$ cat src/rtl/control_suma_bcd_if.sv
// Keypad-event and result bus of the BCD calculator sequencer.
// master: keypad side; drives tecla_valida/tecla, observes operands, sum and status.
// slave : sequencer side; consumes key events, drives operands, sum, display and status.
//   tecla_valida  one-cycle key event strobe
//   tecla         key code (0-9 digit, A guardar, B borrar, C-F ignored)
//   numero_a/b    captured operands, packed BCD, digit 0 in [3:0]
//   resultado     BCD sum, top digit is the carry digit
//   display       value to show
//   estado        0 ENTRADA_A, 1 ENTRADA_B, 2 SUMANDO, 3 RESULTADO
//   ocupado       high while adding
//   listo         one-cycle pulse when resultado becomes final
interface control_suma_bcd_if #(
  parameter int unsigned DIGITS = 4
);
  logic                      tecla_valida;
  logic [3:0]                tecla;
  logic [DIGITS*4-1:0]       numero_a;
  logic [DIGITS*4-1:0]       numero_b;
  logic [(DIGITS+1)*4-1:0]   resultado;
  logic [(DIGITS+1)*4-1:0]   display;
  logic [1:0]                estado;
  logic                      ocupado;
  logic                      listo;

  modport master (
    output tecla_valida, tecla,
    input  numero_a, numero_b, resultado, display, estado, ocupado, listo
  );

  modport slave (
    input  tecla_valida, tecla,
    output numero_a, numero_b, resultado, display, estado, ocupado, listo
  );
endinterface

$ cat src/rtl/control_suma_bcd.sv
// Sequencer for the BCD calculator datapath: builds operands A and B digit by digit from
// keypad events, then runs a digit-serial BCD addition (one digit per clock) and presents
// the (DIGITS+1)-digit sum.
// Ports:
//   clk  system clock
//   rst  asynchronous active-low reset
//   bus  control_suma_bcd_if.slave (key events in; operands, sum, display, status out)
// Optional feature: define ACUMULAR_EN to let guardar in RESULTADO chain the sum (when it
// has no carry digit) into operand A and continue with operand B entry.
module control_suma_bcd #(
  parameter int unsigned DIGITS = 4
) (
  input logic                clk,
  input logic                rst,
  control_suma_bcd_if.slave  bus
);

  localparam int unsigned NumW = DIGITS * 4;
  localparam int unsigned ResW = (DIGITS + 1) * 4;
  localparam int unsigned CntW = $clog2(DIGITS + 1);
  localparam logic [CntW-1:0] CntMax  = CntW'(DIGITS);
  localparam logic [CntW-1:0] IdxLast = CntW'(DIGITS - 1);

  typedef enum logic [1:0] {
    StEntradaA  = 2'd0,
    StEntradaB  = 2'd1,
    StSumando   = 2'd2,
    StResultado = 2'd3
  } estado_e;

  estado_e           r_estado;
  logic [NumW-1:0]   r_entrada;
  logic [CntW-1:0]   r_cnt;
  logic [CntW-1:0]   r_idx;
  logic              r_carry;
  logic [NumW-1:0]   r_numero_a;
  logic [NumW-1:0]   r_numero_b;
  logic [ResW-1:0]   r_resultado;
  logic [ResW-1:0]   r_display;
  logic              r_ocupado;
  logic              r_listo;

  estado_e           w_estado_d;
  logic [NumW-1:0]   w_entrada_d;
  logic [CntW-1:0]   w_cnt_d;
  logic [CntW-1:0]   w_idx_d;
  logic              w_carry_d;
  logic [NumW-1:0]   w_numero_a_d;
  logic [NumW-1:0]   w_numero_b_d;
  logic [ResW-1:0]   w_resultado_d;
  logic [ResW-1:0]   w_display_d;
  logic              w_listo_d;

  logic              w_digito_key;
  logic              w_guardar;
  logic              w_borrar;
  logic [4:0]        w_suma;
  logic [3:0]        w_digito;
  logic              w_carry_sig;

  assign w_digito_key = bus.tecla_valida && (bus.tecla <= 4'd9);
  assign w_guardar    = bus.tecla_valida && (bus.tecla == 4'hA);
  assign w_borrar     = bus.tecla_valida && (bus.tecla == 4'hB);

  // One BCD digit of the serial adder; idx never exceeds DIGITS-1 so the selects stay in range.
  assign w_suma      = {1'b0, r_numero_a[4*r_idx +: 4]} + {1'b0, r_numero_b[4*r_idx +: 4]}
                     + {4'd0, r_carry};
  assign w_carry_sig = (w_suma > 5'd9);
  assign w_digito    = w_carry_sig ? (w_suma[3:0] + 4'd6) : w_suma[3:0];

  always_comb begin
    w_estado_d    = r_estado;
    w_entrada_d   = r_entrada;
    w_cnt_d       = r_cnt;
    w_idx_d       = r_idx;
    w_carry_d     = r_carry;
    w_numero_a_d  = r_numero_a;
    w_numero_b_d  = r_numero_b;
    w_resultado_d = r_resultado;
    w_listo_d     = 1'b0;

    unique case (r_estado)
      StEntradaA, StEntradaB: begin
        if (w_digito_key) begin
          if (r_cnt < CntMax) begin
            w_entrada_d = {r_entrada[NumW-5:0], bus.tecla};
            w_cnt_d     = r_cnt + CntW'(1);
          end
        end else if (w_guardar) begin
          w_entrada_d = '0;
          w_cnt_d     = '0;
          if (r_estado == StEntradaA) begin
            w_numero_a_d = r_entrada;
            w_estado_d   = StEntradaB;
          end else begin
            w_numero_b_d  = r_entrada;
            w_idx_d       = '0;
            w_carry_d     = 1'b0;
            w_resultado_d = '0;
            w_estado_d    = StSumando;
          end
        end else if (w_borrar) begin
          w_numero_a_d  = '0;
          w_numero_b_d  = '0;
          w_resultado_d = '0;
          w_entrada_d   = '0;
          w_cnt_d       = '0;
          w_estado_d    = StEntradaA;
        end
      end

      StSumando: begin
        // Keys are deliberately not decoded here.
        w_resultado_d[4*r_idx +: 4] = w_digito;
        w_carry_d = w_carry_sig;
        if (r_idx == IdxLast) begin
          w_resultado_d[ResW-1 -: 4] = {3'b000, w_carry_sig};
          w_idx_d    = '0;
          w_listo_d  = 1'b1;
          w_estado_d = StResultado;
        end else begin
          w_idx_d = r_idx + CntW'(1);
        end
      end

      StResultado: begin
        if (w_digito_key) begin
          w_numero_a_d  = '0;
          w_numero_b_d  = '0;
          w_resultado_d = '0;
          w_entrada_d   = {{(NumW-4){1'b0}}, bus.tecla};
          w_cnt_d       = CntW'(1);
          w_estado_d    = StEntradaA;
        end else if (w_borrar) begin
          w_numero_a_d  = '0;
          w_numero_b_d  = '0;
          w_resultado_d = '0;
          w_entrada_d   = '0;
          w_cnt_d       = '0;
          w_estado_d    = StEntradaA;
        end
`ifdef ACUMULAR_EN
        // A sum with a carry digit does not fit in operand A, so it cannot be chained.
        else if (w_guardar && (r_resultado[ResW-1 -: 4] == 4'd0)) begin
          w_numero_a_d = r_resultado[NumW-1:0];
          w_numero_b_d = '0;
          w_entrada_d  = '0;
          w_cnt_d      = '0;
          w_estado_d   = StEntradaB;
        end
`endif
      end

      default: w_estado_d = StEntradaA;
    endcase

    // Display tracks next-state values so it lines up with estado.
    if ((w_estado_d == StEntradaA) || (w_estado_d == StEntradaB)) begin
      w_display_d = {4'h0, w_entrada_d};
    end else begin
      w_display_d = w_resultado_d;
    end
  end

  always_ff @(posedge clk or negedge rst) begin
    if (!rst) begin
      r_estado    <= StEntradaA;
      r_entrada   <= '0;
      r_cnt       <= '0;
      r_idx       <= '0;
      r_carry     <= 1'b0;
      r_numero_a  <= '0;
      r_numero_b  <= '0;
      r_resultado <= '0;
      r_display   <= '0;
      r_ocupado   <= 1'b0;
      r_listo     <= 1'b0;
    end else begin
      r_estado    <= w_estado_d;
      r_entrada   <= w_entrada_d;
      r_cnt       <= w_cnt_d;
      r_idx       <= w_idx_d;
      r_carry     <= w_carry_d;
      r_numero_a  <= w_numero_a_d;
      r_numero_b  <= w_numero_b_d;
      r_resultado <= w_resultado_d;
      r_display   <= w_display_d;
      r_ocupado   <= (w_estado_d == StSumando);
      r_listo     <= w_listo_d;
    end
  end

  assign bus.numero_a  = r_numero_a;
  assign bus.numero_b  = r_numero_b;
  assign bus.resultado = r_resultado;
  assign bus.display   = r_display;
  assign bus.estado    = r_estado;
  assign bus.ocupado   = r_ocupado;
  assign bus.listo     = r_listo;

endmodule

$ cat src/flat_wrapper.sv
// flat-port wrapper written by rule: the top's interface ports become plain ports
module control_suma_bcd_flat 
#(
  parameter int unsigned DIGITS = 4
)
  (clk, rst, bus_tecla_valida, bus_tecla, bus_numero_a, bus_numero_b, bus_resultado, bus_display, bus_estado, bus_ocupado, bus_listo);
  control_suma_bcd_if #(.DIGITS(DIGITS)) bus_i ();
  input logic clk;
  input logic rst;
  input wire logic [$bits(bus_i.tecla_valida)-1:0] bus_tecla_valida;
  input wire logic [$bits(bus_i.tecla)-1:0] bus_tecla;
  output wire logic [$bits(bus_i.numero_a)-1:0] bus_numero_a;
  output wire logic [$bits(bus_i.numero_b)-1:0] bus_numero_b;
  output wire logic [$bits(bus_i.resultado)-1:0] bus_resultado;
  output wire logic [$bits(bus_i.display)-1:0] bus_display;
  output wire logic [$bits(bus_i.estado)-1:0] bus_estado;
  output wire logic [$bits(bus_i.ocupado)-1:0] bus_ocupado;
  output wire logic [$bits(bus_i.listo)-1:0] bus_listo;
  assign bus_i.tecla_valida = bus_tecla_valida;
  assign bus_i.tecla = bus_tecla;
  assign bus_numero_a = bus_i.numero_a;
  assign bus_numero_b = bus_i.numero_b;
  assign bus_resultado = bus_i.resultado;
  assign bus_display = bus_i.display;
  assign bus_estado = bus_i.estado;
  assign bus_ocupado = bus_i.ocupado;
  assign bus_listo = bus_i.listo;
  control_suma_bcd #(.DIGITS(DIGITS)) u_core (.clk(clk), .rst(rst), .bus(bus_i));
endmodule
$ cat config.mk
export PLATFORM = sky130hd
export DESIGN_NAME = control_suma_bcd_flat
export DESIGN_NICKNAME = d
export VERILOG_FILES = /design/src/rtl/control_suma_bcd_if.sv /design/src/rtl/control_suma_bcd.sv /design/src/flat_wrapper.sv
export SDC_FILE = /design/constraint.sdc
export NUM_CORES = 1
export LEC_CHECK = 0
export ABC_AREA = 1
export CORE_ASPECT_RATIO = 1.2
export CORE_UTILIZATION = 45
export CTS_CLUSTER_DIAMETER = 150
export DETAILED_ROUTE_END_ITERATION = 10
export DONT_BUFFER_PORTS = 1
export PLACE_DENSITY = 0.65
export SKIP_CTS_REPAIR_TIMING = 1
export SYNTH_ARGS = -nofsm -noshare
export SYNTH_HDL_FRONTEND = slang
export SYNTH_SLANG_ARGS = --single-unit
$ cat constraint.sdc
create_clock -name clk -period 3.2 [get_ports clk]
set_input_delay 0.64 -clock clk [delete_from_list [all_inputs] [get_ports clk]]
set_output_delay 0.64 -clock clk [all_outputs]
set_load 0.1 [all_outputs]
==> impl_metrics.csv, run 1 <==
group,metric,value,unit
global_route,first_global_vias,4834,
critical_path,crit_arrival,3.37,ns
drt,drc,0,
sta,tightest_slew,0.946,ns
synthesis,synth_area,0.00543,sq mm
cells_and_area,insertedDiodeCount,0,
global_route,grt_pass1_wl,25.2,mm
drt,final_antenna_net_count,0,
clock_tree,clkSinkCount,99,
synthesis,ys_seq_elements,99,
placement,io_buffers,0,
synthesis,syn_inst,674,
global_route,grt_usage,26.7,%
cells_and_area,nets,735,
sta,setup_violations,0,
critical_path,cp-end-kind,"flip-flop",
synthesis,synthFlopType,"dfrtp_1",
drt,vias,4848,
clock_tree,clock_latency,0.35,ns
sta,fmax,325,MHz
worst_hold_path,hp-class,"input pin to asynchronous set/reset pin",
cells_and_area,drive_gt1_share,19.5,%
cells_and_area,final_common_cell,"nand2_1",
global_route,antenna_found_initial,0,
floorplan,io_pins,83,
drt,first_pass_iters,5,
floorplan,dieArea,0.0125,sq mm
clock_tree,numCtsBuffers,9,
synthesis,synth_top_area_cell,"dfrtp_1",
synthesis,synth_edf_count,0,
synthesis,yosysWarnings,0,
critical_path,crit_type,"flip-flop to flip-flop",
critical_path,r2r-start,"u_core.r_idx[0]",
clock_tree,cts_tree,"built",
sta,slew_violations,0,
global_route,grt_overflow_total,0,
sta,fin_skew,0.00728,ns
clock_tree,clkTransAtPathRegs,0.07,ns
synthesis,synth_area_leaders,"dfrtp_1 46%, nand2_1 10%, inv_1 6.3%, a22oi_1 4.4%, o22ai_1 4.1%",
global_route,grt_max_degree,100,
synthesis,syn_area_per_cell,8.05,sq um
synthesis,post-synth-top-area-fraction,45.6,%
sta,rsz0062_at_grt,"true",
sta,hold_violations,0,
sta,setup-tns-final,0,ns
sta,fin_crit,3.08,ns
clock_tree,h-tree-depth,3,
critical_path,startpoint,"u_core.r_idx[0]",
drt,post_drt_via_cell_ratio,5.57,
sta,fin_crit_sh,96.3,%
drt,drtIter0Drc,318,
floorplan,core_area,0.0117,sq mm
cells_and_area,synthToLayoutAreaGrowth,18.0,%
flow_run,max_cap_viol_count,0,
cells_and_area,most-common-layout-cells,"135 x nand2_1, 91 x dfrtp_1, 88 x inv_1",
cells_and_area,fill_cells,1093,
placement,gp_congestion,0.898,
drt,routed_wirelength,15.8,mm
critical_path,required,3.49,ns
synthesis,ys_seq_area_share,45.6,%
floorplan,die_h,122,um
clock_tree,clockBufferDepth,2,
floorplan,start_util,46.5,%
sta,maxSlewHeadroom,36.5,%
placement,place_hpwl,11.5,mm
floorplan,core.rowCount,43,
run_status,status,"finished clean",
floorplan,die_x,102,um
synthesis,async_flop_share,100,%
synthesis,syn-num-nets,700,
drt,wl_per_cell,18.1,um
critical_path,worstPathMaxFanout,8,
critical_path,cp-start-kind,"flip-flop",
clock_tree,clock-root-buffer,"clkbuf_16",
synthesis,synth.distinct_cells,39,
==> metal layers <==
metal  vias to the layer above  wire length (um)  global-route usage [%]
li1                       2320                 -                       -
met1                      2326              6600                    33.8
met2                       168              7640                    43.2
met3                        34              1050                    6.49
met4                         0               473                    11.8
met5                         -                 0                       0
==> per-stage QoR <==
stage	cells	setup slack (ns)	cell area, sq um	utilization [%]	hold WS (ns)
after floorplan	674	0.00305	5480	-	0.344
after global placement	848	0.0256	5870	50.2	0.349
after detailed placement	848	-0.0714	5870	50.2	0.348
after CTS	863	-0.0671	6180	53.0	-0.0259
after global routing	870	-0.0499	6410	54.9	0.249
final	870	0.119	6410	54.9	0.197
==> sequential cells by signal, indices dropped and copies added (netlist names) <==
signal                flops
u_core.bus.numero_b      16
u_core.r_cnt              3
u_core.r_idx              3
u_core.r_carry            1
u_core.bus.estado         2
u_core.bus.resultado     20
u_core.bus.numero_a      16
u_core.bus.display       20
u_core.bus.listo          1
u_core.bus.ocupado        1
u_core.r_entrada         16
==> cell usage after synthesis (all sizes together) (2+ instances only) <==
library cell / instances
fa: 2
o22ai: 36
a21oi: 37
o31ai: 2
nor3: 2
inv: 98
clkbuf: 13
nor2: 52
o21ai: 60
nand4: 8
and2: 3
nand3: 24
nand2: 148
a22oi: 32
o2111ai: 11
buf: 21
dfrtp: 99
ha: 17
==> kinds of logic after synthesis <==
kind of cell | share of synthesized area, %
AO/OA/AOI/OAI | 20.7
buffers and inverters | 9.86
multiplexers | 0.184
flip-flops | 45.6
adder cells (fa/ha/maj) | 4.66
AND/OR/NAND/NOR | 18.9
==> final timing paths <==
path,cells after the start,slack [ns],end
min,1,0.20,u_core.bus.numero_a[3]
max in group asynchronous,1,2.58,u_core.bus.numero_a[12]
max,16,0.12,u_core.bus.display[10]
max reg2reg,16,0.12,u_core.bus.display[10]
min in group clk,2,0.54,u_core.r_cnt[1]
min reg2reg,2,0.54,u_core.r_cnt[1]
==> cell type report <==
cell class,instances,area [sq um],area share [%]
clock buffer,9,225,3.51
clock inverter,6,91.3,1.43
inverter,98,370,5.78
multi-input combinational,443,2570,40.2
sequential,99,2490,38.8
tap,157,196,3.07
timing repair buffer,58,463,7.23
==> critical path, cell delays in order (launching register included) <==
cell and delay [ns]:
dfrtp_1 0.42, buf_6 0.16, o21ai_2 0.13, a21oi_2 0.08, fa_2 0.41, fa_2 0.60, inv_2 0.05, ha_4 0.15
inv_2 0.05, nor2_1 0.04, a21oi_2 0.12, nand2_2 0.10, nand3_1 0.16, nand2_1 0.12, o21ai_0 0.28, nand2_1 0.08
nand2_1 0.07
Power of run 1 is left out: the tool's default activity adds up to more than one toggle a clock period on the data nets, which glitch-free logic cannot reach.
==> inputs of run 2 (changes only) <==
DONT_BUFFER_PORTS = not set   (was 1)
PLACE_DENSITY = 0.74   (was 0.65)
==> run 2 against run 1 <==
Non-clock buffer count up 54. First-iteration DRC count up 28%. Register-to-register slack worse by 0.04 ns. Via count up 6.1%. Global-route usage down 0.80 points. Worst setup slack worse by 0.041 ns. Hold slack better by 0.18 ns. Final cell count up 6.3%. Critical endpoint is now u_core.bus.display[1]. Highest routed layer unchanged.
==> impl_metrics.csv, run 2 (same netlist as run 1, synthesis figures left out) <==
group,metric,value,unit
cells_and_area,drive_gt1_share,23.3,%
clock_tree,clkSinkCount,99,
sta,fmax,320,MHz
drt,drtIter0Drc,407,
clock_tree,numCtsBuffers,9,
drt,vias,5146,
floorplan,die_h,122,um
cells_and_area,final_common_cell,"nand2_1",
global_route,grt_usage,25.9,%
critical_path,worstPathMaxFanout,6,
run_status,status,"finished clean",
sta,fin_crit,3.12,ns
floorplan,core_area,0.0117,sq mm
critical_path,max_stage_delay,0.61,ns
global_route,first_global_vias,4924,
drt,final_antenna_net_count,0,
clock_tree,h-tree-depth,3,
sta,maxSlewHeadroom,45.9,%
critical_path,cp_slowest_cell,"fa_2",
critical_path,crit_arrival,3.34,ns
sta,hold_violations,0,
worst_hold_path,hp-class,"input pin to asynchronous set/reset pin",
critical_path,crit_top_cell,"nand2_2",
clock_tree,clockBufferDepth,2,
global_route,grt_pass1_wl,24.7,mm
critical_path,required,3.41,ns
critical_path,crit_family,"adder cells",
clock_tree,cts_tree,"built",
floorplan,die_x,102,um
cells_and_area,final_core_util,58.0,%
critical_path,cp-end-kind,"flip-flop",
placement,gp_congestion,0.919,
critical_path,r2r-start,"u_core.r_idx[0]",
cells_and_area,nets,789,
sta,setup_violations,0,
critical_path,r2r_cells,19,
placement,io_buffers,82,
cells_and_area,fill_cells,1081,
floorplan,core.rowCount,43,
critical_path,cp-start-kind,"flip-flop",
sta,tightest_slew,0.811,ns
drt,post_drt_via_cell_ratio,5.56,
cells_and_area,insertedDiodeCount,0,
flow_run,max_cap_viol_count,0,
floorplan,dieArea,0.0125,sq mm
sta,slew_violations,0,
critical_path,crit_type,"flip-flop to flip-flop",
critical_path,startpoint,"u_core.r_idx[0]",
drt,drc,0,
placement,place_hpwl,11.6,mm
sta,rsz0062_at_grt,"true",
drt,first_pass_iters,5,
floorplan,io_pins,83,
global_route,grt_overflow_total,0,
clock_tree,clock-root-buffer,"clkbuf_16",
drt,wl_per_cell,16.9,um
global_route,grt_max_degree,63,
sta,fin_skew,0.00514,ns
clock_tree,clock_latency,0.34,ns
critical_path,reg2reg_to,"u_core.bus.display[1]",
critical_path,path_buf_inv,3,
sta,fin_crit_sh,97.5,%
cells_and_area,most-common-layout-cells,"136 x nand2_1, 105 x buf_4, 90 x dfrtp_1",
critical_path,reg2reg_slack,0.08,ns
global_route,antenna_found_initial,0,
clock_tree,clkTransAtPathRegs,0.07,ns
floorplan,start_util,46.5,%
critical_path,crit_chain,"buf_6, a21oi_2, o21ai_2, a21oi_2, fa_2, fa_2, inv_2, ha_4, inv_2, nor2_1, a21oi_1, nand2_2, nand2_4, nand2_4, and2_4, nand2_2, nand2_2, nand2_1, o21ai_1",
drt,routed_wirelength,15.6,mm
cells_and_area,synthToLayoutAreaGrowth,24.6,%
## run 2: worst max path at each step
stage | endpoint | cells after the start
floorplan | u_core.bus.display[19] | 16
global placement | u_core.bus.display[1] | 19
detailed placement | u_core.bus.display[2] | 20
CTS | u_core.bus.display[1] | 19
global route | u_core.bus.display[6] | 20
finish | u_core.bus.display[1] | 19
## run 2: metal layers
metal / wire (um) / global-route usage, % / vias to the layer above
met5: 0 / 0 / -
li1: - / - / 2443
met1: 6680 / 33.7 / 2499
met3: 710 / 2.96 / 31
met2: 7740 / 42.6 / 173
met4: 465 / 12.9 / 0
## run 2: cell type report
class / count / area, sq um / share of cell area (%)
inverter: 98 / 373 / 5.51
multi-input combinational: 443 / 2530 / 37.4
sequential: 99 / 2490 / 36.8
tap: 157 / 196 / 2.90
clock buffer: 13 / 260 / 3.85
clock inverter: 3 / 46.3 / 0.684
timing repair buffer: 112 / 870 / 12.9
## run 2: metrics by stage
stage	std cells	setup slack (ns)	TNS (ns)	hold WS (ns)	instance area, sq um
4_1_cts	919	-0.0468	-0.167	0.419	6610
3_5_place_dp	903	-0.0526	-0.127	0.491	6300
5_1_grt	925	-0.0512	-0.124	0.451	6770
2_1_floorplan	674	0.00305	0	0.344	5480
6_report	925	0.0785	0	0.378	6770
3_3_place_gp	903	0.109	0	0.485	6300
Power of run 2 is left out for the same reason.
==> inputs of run 3 (changes only) <==
CELL_PAD_IN_SITES_DETAIL_PLACEMENT = 0   (was not set)
CELL_PAD_IN_SITES_GLOBAL_PLACEMENT = 1   (was not set)
CORE_UTILIZATION = 36   (was 45)
HOLD_SLACK_MARGIN = 0.12   (was not set)
PLACE_DENSITY = 0.79   (was 0.74)
==> run 3 against run 2 <==
Final cell count rose by 4.6%. Final area increased by 1.0%. First-iteration DRC count down 8.8%. Die area increased by 25%. Flip-flop and latch count is the same. Clock-buffer cell count is 3 lower. Maximum frequency rose by 1.1%. Wire length is 6.0% higher. Critical endpoint unchanged. Largest cell class unchanged.
==> impl_metrics.csv, run 3 (same netlist as run 1, synthesis figures left out) <==
group,metric,value,unit
sta,slew_violations,0,
clock_tree,cts_tree,"built",
cells_and_area,fill_cells,1446,
clock_tree,clkTransAtPathRegs,0.07,ns
cells_and_area,multi_input_area,0.00254,sq mm
floorplan,die_h,137,um
drt,routed_wirelength,16.5,mm
floorplan,die_x,114,um
clock_tree,h-tree-depth,3,
clock_tree,clock-root-buffer,"clkbuf_16",
placement,gp_congestion,0.859,
floorplan,dieArea,0.0156,sq mm
clock_tree,clock_latency,0.35,ns
global_route,antenna_found_initial,0,
flow_run,max_cap_viol_count,0,
drt,vias,5054,
clock_tree,numCtsBuffers,9,
cells_and_area,seq_area,0.00249,sq mm
drt,post_drt_via_cell_ratio,5.22,
cells_and_area,final_common_cell,"nand2_1",
critical_path,crit_type,"flip-flop to flip-flop",
sta,fin_crit_sh,96.5,%
cells_and_area,synthToLayoutAreaGrowth,25.9,%
placement,place_hpwl,12.4,mm
critical_path,reg2reg_to,"u_core.bus.display[1]",
cells_and_area,most-common-layout-cells,"137 x nand2_1, 104 x buf_4, 90 x dfrtp_1",
floorplan,io_pins,83,
cells_and_area,insertedDiodeCount,0,
global_route,grt_pass1_wl,26.0,mm
clock_tree,clkSinkCount,99,
critical_path,r2r-start,"u_core.r_idx[0]",
cells_and_area,nets,789,
sta,hold_slack,0.263,ns
sta,fin_skew,0.00723,ns
sta,rsz0062_at_grt,"true",
global_route,grt_overflow_total,0,
drt,drtIter0Drc,371,
global_route,first_global_vias,4878,
sta,tightest_slew,0.518,ns
floorplan,core_area,0.0145,sq mm
sta,hold_violations,0,
critical_path,worstPathMaxFanout,8,
critical_path,cp-end-kind,"flip-flop",
critical_path,r2r_cells,18,
clock_tree,clockBufferDepth,2,
run_status,status,"finished clean",
critical_path,reg2reg_slack,0.11,ns
floorplan,core.rowCount,48,
placement,io_buffers,82,
drt,first_pass_iters,5,
drt,final_antenna_net_count,0,
sta,fmax,324,MHz
floorplan,start_util,37.4,%
drt,drc,0,
worst_hold_path,hp-class,"input pin to asynchronous set/reset pin",
global_route,grt_max_degree,63,
critical_path,crit_arrival,3.31,ns
critical_path,cp-start-kind,"flip-flop",
sta,fin_crit,3.09,ns
drt,wl_per_cell,17.1,um
global_route,grt_usage,22.0,%
sta,setup_violations,0,
sta,maxSlewHeadroom,65.4,%
cells_and_area,drive_gt1_share,23.4,%
critical_path,required,3.43,ns
## run 3: layout make-up
type | instances | share of cell area, %
inverter | 98 | 5.38
clock inverter | 6 | 1.32
timing repair buffer | 111 | 12.6
sequential | 99 | 36.4
tap | 200 | 3.66
clock buffer | 10 | 3.35
timing repair inverter | 1 | 0.110
multi-input combinational | 443 | 37.1
## run 3: how the worst max path moves through the flow
stage                           startpoint                      to  slack [ns]  cells after the start
finish                     u_core.r_idx[0]   u_core.bus.display[1]        0.11                     18
global route               u_core.r_idx[0]   u_core.bus.display[1]       -0.05                     19
CTS                        u_core.r_idx[0]  u_core.bus.display[19]       -0.11                     18
detailed placement         u_core.r_idx[0]   u_core.bus.display[2]       -0.09                     19
global placement           u_core.r_idx[0]   u_core.bus.display[2]        0.04                     19
floorplan           u_core.bus.numero_b[5]  u_core.bus.display[19]       0.003                     16
## run 3: stage by stage
stage,worst slack (ns),std cells,util [%],area [sq um],TNS [ns]
after global routing,-0.0461,968,47.0,6830,-0.250
after floorplan,0.00305,674,-,5480,0
after detailed placement,-0.0945,949,43.9,6380,-0.339
after global placement,0.0400,949,43.9,6380,0
after CTS,-0.110,965,46.1,6700,-0.356
final,0.113,968,47.0,6830,0
## run 3: metal layers
layer | track usage [%] | vias to the layer above | wire length (um)
met4 | 8.37 | 0 | 376
li1 | - | 2436 | -
met5 | 0 | - | 0
met2 | 36.7 | 164 | 7990
met3 | 3.01 | 26 | 684
met1 | 29.0 | 2428 | 7480
## run 3: worst max-delay path, cell delays in order, from the launching register on
cell and delay (ns):
dfrtp_2 0.46, buf_6 0.16, o21ai_4 0.15, a21oi_2 0.09, fa_2 0.39, fa_2 0.57, inv_2 0.04, ha_2 0.17
inv_2 0.06, nor2_2 0.03, a21oi_2 0.12, nand2_2 0.10, nand2_4 0.14, nand2_4 0.07, and2_4 0.15, nand2_1 0.06
nand2_1 0.07, nand2_1 0.06, o21ai_1 0.06
Power of run 3 is left out for the same reason.
